**config.mk**
```make
export PLATFORM = sky130hd
export DESIGN_NAME = rand_seq_gen
export DESIGN_NICKNAME = d
export VERILOG_FILES = /design/src/rtl/rsg_pkg.sv /design/src/rtl/rsg_lfsr.sv /design/src/rtl/rand_seq_gen.sv
export SDC_FILE = /design/constraint.sdc
export NUM_CORES = 1
export LEC_CHECK = 0
export CAP_MARGIN = 20
export CORE_MARGIN = 2
export CORE_UTILIZATION = 36
export CTS_BUF_LIST = sky130_fd_sc_hd__clkbuf_8
export DETAILED_ROUTE_END_ITERATION = 10
export GPL_TIMING_DRIVEN = 1
export SLEW_MARGIN = 10
export SYNTH_ARGS = -nofsm -noshare
export SYNTH_HDL_FRONTEND = slang
export SYNTH_HIERARCHICAL = 1
export SYNTH_SLANG_ARGS = --single-unit
```
**constraint.sdc**
```tcl
create_clock -name clk -period 4.1 [get_ports clk]
set_clock_uncertainty 0.1 [all_clocks]
set_input_delay 1.23 -clock clk [delete_from_list [all_inputs] [get_ports clk]]
set_output_delay 1.23 -clock clk [all_outputs]
set_load 0.03 [all_outputs]
```
**src/rtl/rsg_pkg.sv**
```systemverilog
// Shared types and elaboration helpers for the random symbol-sequence generator.
package rsg_pkg;

  typedef enum logic [1:0] {IDLE, GEN, DONE} state_t;

  function automatic int len_w(input int max_len);
    return $clog2(max_len + 1);
  endfunction

  function automatic int cand_w(input int num_sym);
    return $clog2(num_sym);
  endfunction

  // Fibonacci feedback masks for maximal-length sequences; zero flags an unsupported width.
  function automatic logic [31:0] lfsr_taps(input int w);
    case (w)
      8:       return 32'h0000_00B8;
      16:      return 32'h0000_B400;
      24:      return 32'h00E1_0000;
      32:      return 32'h8020_0003;
      default: return 32'h0000_0000;
    endcase
  endfunction

endpackage

```
**src/rtl/rsg_lfsr.sv**
```systemverilog
// Free-running Fibonacci LFSR with run-time reload; a zero seed falls back to SEED.
// Latency: load/shift visible the cycle after; no backpressure, shifts every cycle.
module rsg_lfsr
  import rsg_pkg::*;
#(
  parameter int              W     = 16,
  parameter int              OUT_W = 3,
  parameter logic [W-1:0]    SEED  = 'hACE1
) (
  input  logic             clk,
  input  logic             rst_n,
  input  logic             load,
  input  logic [W-1:0]     seed_in,
  output logic [OUT_W-1:0] cand
);

  localparam logic [W-1:0] TAPS = W'(lfsr_taps(W));

  if (TAPS == '0 || OUT_W > W) begin : g_param_err
    $error("rsg_lfsr: unsupported LFSR width");
  end

  logic [W-1:0] lfsr;

  always_ff @(posedge clk or negedge rst_n) begin
    if (!rst_n) begin
      lfsr <= SEED;
    end else if (load) begin
      lfsr <= (seed_in == '0) ? SEED : seed_in;
    end else begin
      lfsr <= {lfsr[W-2:0], ^(lfsr & TAPS)};
    end
  end

  assign cand = lfsr[OUT_W-1:0];

endmodule

```
**src/rtl/rand_seq_gen.sv**
```systemverilog
// Fills up to MAX_LEN symbols (1..NUM_SYM) from an LFSR with range rejection; RSG_RUN_LIMIT_EN caps runs at MAX_RUN.
// Latency: len_l+2 cycles from start plus one per rejected draw; start is ignored while busy.
module rand_seq_gen
  import rsg_pkg::*;
#(
  parameter int                  SYM_W   = 4,
  parameter int                  MAX_LEN = 8,
  parameter int                  NUM_SYM = 8,
  parameter int                  MAX_RUN = 2,
  parameter int                  LFSR_W  = 16,
  parameter logic [LFSR_W-1:0]   SEED    = 'hACE1,
  localparam int                 LEN_W   = len_w(MAX_LEN)
) (
  input  logic                     clk,
  input  logic                     rst_n,
  input  logic                     start,
  input  logic [LEN_W-1:0]         len,
  input  logic                     seed_load,
  input  logic [LFSR_W-1:0]        seed_in,
  output logic                     busy,
  output logic                     seq_ready,
  output logic [LEN_W-1:0]         seq_len,
  output logic [SYM_W*MAX_LEN-1:0] seq_out
);

  localparam int CAND_W = cand_w(NUM_SYM);

  if (NUM_SYM < 2 || NUM_SYM > (1 << SYM_W) - 1 || MAX_RUN < 1 || SEED == '0) begin : g_param_err
    $error("rand_seq_gen: invalid parameter combination");
  end

  state_t             state;
  logic [LEN_W-1:0]   cnt;
  logic [LEN_W-1:0]   len_l;
  logic [LEN_W-1:0]   len_clamp;
  logic [CAND_W-1:0]  cand;
  logic [SYM_W-1:0]   sym;
  logic               in_range;
  logic               run_block;
  logic               accept;

  rsg_lfsr #(
    .W     (LFSR_W),
    .OUT_W (CAND_W),
    .SEED  (SEED)
  ) u_lfsr (
    .clk     (clk),
    .rst_n   (rst_n),
    .load    (seed_load),
    .seed_in (seed_in),
    .cand    (cand)
  );

  assign len_clamp = (int'(len) > MAX_LEN) ? LEN_W'(MAX_LEN) : len;
  assign sym       = SYM_W'(cand) + SYM_W'(1);
  assign in_range  = int'(cand) < NUM_SYM;

`ifdef RSG_RUN_LIMIT_EN
  localparam int RUN_W = $clog2(MAX_RUN + 1);

  logic [RUN_W-1:0] run;
  logic [SYM_W-1:0] last;

  assign run_block = (cnt != '0) && (sym == last) && (run == RUN_W'(MAX_RUN));

  always_ff @(posedge clk or negedge rst_n) begin
    if (!rst_n) begin
      run  <= '0;
      last <= '0;
    end else if (state == IDLE && start) begin
      run  <= '0;
      last <= '0;
    end else if (state == GEN && cnt != len_l && accept) begin
      run  <= (cnt == '0 || sym != last) ? RUN_W'(1) : run + RUN_W'(1);
      last <= sym;
    end
  end
`else
  assign run_block = 1'b0;
`endif

  assign accept = in_range && !run_block;

  always_ff @(posedge clk or negedge rst_n) begin
    if (!rst_n) begin
      state     <= IDLE;
      cnt       <= '0;
      len_l     <= '0;
      seq_out   <= '0;
      seq_len   <= '0;
      seq_ready <= 1'b0;
      busy      <= 1'b0;
    end else begin
      seq_ready <= 1'b0;
      case (state)
        IDLE: begin
          if (start) begin
            seq_out <= '0;
            cnt     <= '0;
            len_l   <= len_clamp;
            busy    <= 1'b1;
            state   <= GEN;
          end
        end
        GEN: begin
          if (cnt == len_l) begin
            seq_ready <= 1'b1;
            seq_len   <= len_l;
            state     <= DONE;
          end else if (accept) begin
            for (int i = 0; i < MAX_LEN; i++) begin
              if (cnt == LEN_W'(i)) seq_out[i*SYM_W +: SYM_W] <= sym;
            end
            cnt <= cnt + LEN_W'(1);
          end
        end
        DONE: begin
          busy  <= 1'b0;
          state <= IDLE;
        end
        default: state <= IDLE;
      endcase
    end
  end

endmodule

```
==> impl_metrics.toml, run 1 <==
[timing]
min_period_over_period = 0.697
grt_setup_unrepaired = "no"
max_freq_mhz = 350
finalSetupTns_ps = 0
slew_violations = 0
max-slew-margin-rel = 0.503
final-setup-viol-count = 0
worst_slew_pin_slew_ps = 745
hold_viol = 0
finalCriticalPeriod_ps = 2860

[setup_path]
critPathKind = "input port to flop"
cp_max_fo = 8
cp_slowest_cell = "o41ai_4"
max_stage_delay_ps = 580
cp-end-kind = "flop"
arrival_ps = 3040
cp.required_ps = 4280
worstSetupStartpointType = "input port"
crit_chain = "clkdlybuf4s50_1 > or4_4 > o41ai_4 > o22a_1"

[clock_network]
tritoncts = "yes"
cts-htree-levels = 3
worstSkewPairLatency_ps = 340
cts_setup_buffers = 0
ctsResizeCount = 0
tritoncts.num_buffers = 9
root_buffer = "clkbuf_8"
cts_buffer_depth = 2
path_clk_slew_ps = 70
numClockSinks = 64
ctsHoldBuffers = 0

[synthesis]
synth_largest_area_cell = "dfrtp_1"
yosysWarnings = 6
syn_inst = 238
synth.top_cell.area_share = 0.500
synthTopCellsByArea = "dfrtp_1, dfstp_2, nand2_1"
syn_area_per_cell_um2 = 11.8
synth_cell_types = 36
synthesis.area_um2 = 2810
synth_seq_area_share = 0.574
synth_nets = 267
synth_seq_cells = 64

[outcome]
status = "finished, final reports clean"

[pwr]
ir_drop_mv = 0.313
clockPowerShare = 0.230
power.switching_uw = 1050
powerDensity_nw_per_um2 = 724
p_leak_uw = 0.00162
power_uw = 2710
netSwitchingFraction = 0.388
power_frac_seq = 0.350
pwr-share-comb = 0.420
p_int_uw = 1660

[cells_and_area]
antenna-diode-count = 0
drive_gt1_frac = 0.166
final_common_cell = "clkdlybuf4s50_1"
nFillCells = 674
mostFrequentLayoutCells = "clkdlybuf4s50_1, dfrtp_1, nand2_1, mux2i_1, o22ai_1"
final-seq-area_um2 = 1610
synthToLayoutAreaGrowth_pct = 33.5
multi_input_area_um2 = 1110
fin_cells = 410
nets = 332
final_core_util = 0.490

[placed_design]
dp.cells = 394
hpwl_um = 4270
port_buffers = 61
gp_congestion = 0.772

[global_route]
grtUsageTotal = 0.158
grt_pass1_wl_um = 10200
grtUsageMet3 = 0.0518
antenna_found_initial = 0
busiest_layer = "met2"
first_global_vias = 1986
met2_usage = 0.251
grt-ovfl-total = 0
grt_max_degree = 42
grtUsageMet1 = 0.208

[die]
std_cell_rows = 32
core_area_um2 = 7650
start_util = 0.367
die_w_um = 92.3
design.die.area_um2 = 8510
pin_count = 62
fp.dieH_um = 92.3

[route]
routed_wirelength_um = 6160
viasPerCell = 4.80
first_iter_violations = 110
drc_errors = 0
routedWlPerCell_um = 15.0
vias = 1967
ant_nets = 0
first_pass_iters = 4

[worst_hold_path]
min_path_type = "flop to flop"

[flow_run]
drv_cap = 0
## flip-flops by register name, indices dropped and copies added (netlist names)
signal       cells
u_lfsr/lfsr     16
len_l            4
seq_out         32
seq_len          4
seq_ready        1
busy             1
state            2
cnt              4
## routing by layer
| layer | up-vias | part of all wire |
|---|---|---|
| met5 | - | 0 |
| met4 | 0 | 0.012 |
| met3 | 8 | 0.039 |
| met2 | 44 | 0.48 |
| met1 | 956 | 0.47 |
| li1 | 959 | - |
## worst paths after layout
path                                startpoint         endpoint  slack (ps)  cells after the start
worst min-delay path            u_lfsr/lfsr[4]   u_lfsr/lfsr[5]         370                      1
min in group asynchronous                rst_n      seq_out[29]         850                      1
max in group asynchronous                rst_n  u_lfsr/lfsr[11]        2270                      2
worst min register to register  u_lfsr/lfsr[4]   u_lfsr/lfsr[5]         370                      1
worst max register to register        state[1]      seq_out[11]        2120                      4
worst max-delay path               seed_in[14]  u_lfsr/lfsr[15]        1240                      4
## synthesized netlist by cell type (all sizes together)
cell / number
mux2i: 16
ha: 5
o41a: 1
or4: 5
xnor2: 2
dfrtp: 56
o21ai: 6
and2b: 1
and4bb: 1
or4b: 1
o211ai: 2
xor2: 6
mux2: 13
o22a: 8
nand3: 3
nor2: 8
nor4b: 1
a21oi: 2
nand2: 50
nor4: 1
or3: 1
o22ai: 16
inv: 8
o41ai: 1
nand4: 1
dfstp: 8
nand2b: 4
buf: 5
clkbuf: 6
## kinds of logic (layout without fill, tap and decap cells)
| logic type | after synthesis | after routing | share of synthesized area |
|---|---|---|---|
| AOI/OAI and AO/OA | 36 | 36 | 0.0950 |
| adders and majority gates | 5 | 5 | 0.0223 |
| xor gates and xnor gates | 8 | 8 | 0.0250 |
| DFF | 64 | 64 | 0.574 |
| muxes | 29 | 29 | 0.115 |
| buffers and inverters | 19 | 89 | 0.0308 |
| and+or+nand+nor | 77 | 77 | 0.138 |
## worst max-delay path, delay by kind of cell
family	cells	cell delay (ps)
buffers and inverters	1	430
and+or+nand+nor	1	550
AOI/OAI and AO/OA	2	830
## power by group through the flow
stage | clock network [uW] | logic (uW) | registers [uW]
after floorplan | 0 | 537 | 1150
after detailed placement | 0 | 1140 | 964
after global placement | 0 | 1130 | 961
after CTS | 637 | 1150 | 954
after global routing | 665 | 1240 | 977
final | 623 | 1140 | 950
## area by class of cell
class,instances,share of cell area
repair buffers,65,0.170
well taps,102,0.0341
clock inverters,4,0.0180
clock buffers,12,0.0441
inverters,8,0.00802
multi-input cells,155,0.296
flip-flops and latches,64,0.430
## stage by stage
step	hold slack, ps	worst slack [ps]	cell area (um2)
detailed placement	363	911	3510
finish	373	1240	3740
global placement	360	922	3510
CTS	372	1270	3740
global route	378	1220	3740
floorplan	350	1480	2810
No activity file was read; power rests on OpenSTA's default activity.
==> inputs of run 2 (changes only) <==
==> constraint.sdc (replaced) <==
create_clock -name clk -period 2.6 [get_ports clk]
set_clock_uncertainty 0.1 [all_clocks]
set_input_delay 0.78 -clock clk [delete_from_list [all_inputs] [get_ports clk]]
set_output_delay 0.78 -clock clk [all_outputs]
set_load 0.03 [all_outputs]
==> impl_metrics.toml, run 2 (same netlist as run 1, synthesis figures left out) <==
[pwr]
powerDensity_nw_per_um2 = 1140
power_uw = 4320
netSwitchingFraction = 0.388
power.switching_uw = 1680
clockPowerShare = 0.234
power_frac_seq = 0.346
p_leak_uw = 0.00163
p_int_uw = 2650
pwr-share-comb = 0.420
ir_drop_mv = 0.462

[global_route]
grt_max_degree = 65
busiest_layer = "met2"
grt_pass1_wl_um = 10400
grtUsageTotal = 0.158
antenna_found_initial = 0
grtUsageMet1 = 0.209
grtUsageMet3 = 0.0304
first_global_vias = 2112
met2_usage = 0.256
grt-ovfl-total = 0

[cells_and_area]
max_flop_register = "seq_out"
drive_gt1_frac = 0.174
nets = 335
top_regs = "seq_out (32), u_lfsr/lfsr (16)"
mostFrequentLayoutCells = "clkdlybuf4s50_1, dfrtp_1, nand2_1, mux2i_1, o22ai_1"
final_common_cell = "clkdlybuf4s50_1"
final_core_util = 0.495
synthToLayoutAreaGrowth_pct = 34.9
antenna-diode-count = 0
largest_register_ffs = 32
nFillCells = 689

[setup_path]
critPathKind = "flop to output port"
path_delay_family = "buffers and inverters"
worstSetupStartpointType = "flop"
cp_slowest_cell = "clkdlybuf4s50_1"
crit_chain = "clkdlybuf4s50_1"
cp_num_buf_inv = 1
cp_max_fo = 2
cp-end-kind = "output port"
cp.required_ps = 1720
arrival_ps = 1390
max_stage_delay_ps = 680

[clock_network]
cts-htree-levels = 3
cts_buffer_depth = 2
ctsHoldBuffers = 0
numClockSinks = 64
path_clk_slew_ps = 70
tritoncts = "yes"
tritoncts.num_buffers = 9
worstSkewPairLatency_ps = 340
cts_setup_buffers = 0
root_buffer = "clkbuf_8"
ctsResizeCount = 0

[route]
first_iter_violations = 160
vias = 1997
routed_wirelength_um = 6130
drc_errors = 0
ant_nets = 0
routedWlPerCell_um = 14.8
first_pass_iters = 4
viasPerCell = 4.84

[timing]
layout_setup_ws_ps = 330
finalCriticalPeriod_ps = 2270
hold_viol = 0
final-setup-viol-count = 0
min_period_over_period = 0.873
finalSetupTns_ps = 0
slew_violations = 0
grt_setup_unrepaired = "no"
hold_slack_ps = 329
worst_slew_pin_slew_ps = 488
max-slew-margin-rel = 0.674
max_freq_mhz = 440

[die]
pin_count = 62
fp.dieH_um = 92.3
core_area_um2 = 7650
std_cell_rows = 32
design.die.area_um2 = 8510
die_w_um = 92.3
start_util = 0.367

[flow_run]
drv_cap = 0

[worst_hold_path]
min_path_type = "input port to asynchronous set/reset pin"

[placed_design]
dp_slack_ps = -13.2
gp_congestion = 0.791
hpwl_um = 4250
port_buffers = 61

[outcome]
status = "finished, final reports clean"
run 2: changes by cell type in the layout (fill, tap and decap cells not counted), sizes merged:
cell,before,now
buf,5,8
bufinv,2,3
clkinvlp,0,2
clkbuf,12,9
run 2: power groups by stage:
stage	combinational [uW]	clock [uW]	sequential, uW
after floorplan	847	0	1810
after global placement	1800	0	1510
after detailed placement	1820	0	1520
after CTS	1830	1030	1500
after global routing	1980	1080	1540
final	1820	1010	1500
run 2: path summary, 6_finish.rpt:
check,startpoint,cells past startpoint,to,slack (ps)
worst max-delay path,seq_out[6],1,seq_out[6],330
worst min-delay path,rst_n,2,seq_out[8],330
worst max register to register,state[1],4,seq_out[31],630
worst min register to register,u_lfsr/lfsr[4],1,u_lfsr/lfsr[5],380
max in group asynchronous,rst_n,2,u_lfsr/lfsr[7],1730
min in group clk,u_lfsr/lfsr[4],1,u_lfsr/lfsr[5],380
run 2: per-stage QoR:
| step | area (um2) | cells |
|---|---|---|
| floorplan | 2810 | 238 |
| global placement | 3550 | 397 |
| detailed placement | 3550 | 397 |
| CTS | 3780 | 413 |
| global route | 3780 | 413 |
| finish | 3780 | 413 |
run 2: metal layers:
layer,routed length (um),part of all wire
met1,2810,0.46
met2,2950,0.48
met4,128,0.021
met3,240,0.039
met5,0,0
run 2: final cells by class:
type	count	area, um2	area share
clock inverter	7	113	0.0298
sequential	64	1610	0.426
inverter	8	30.0	0.00794
multi-input combinational	155	1110	0.293
tap	102	128	0.0337
clock buffer	9	124	0.0327
timing repair buffer	68	671	0.177
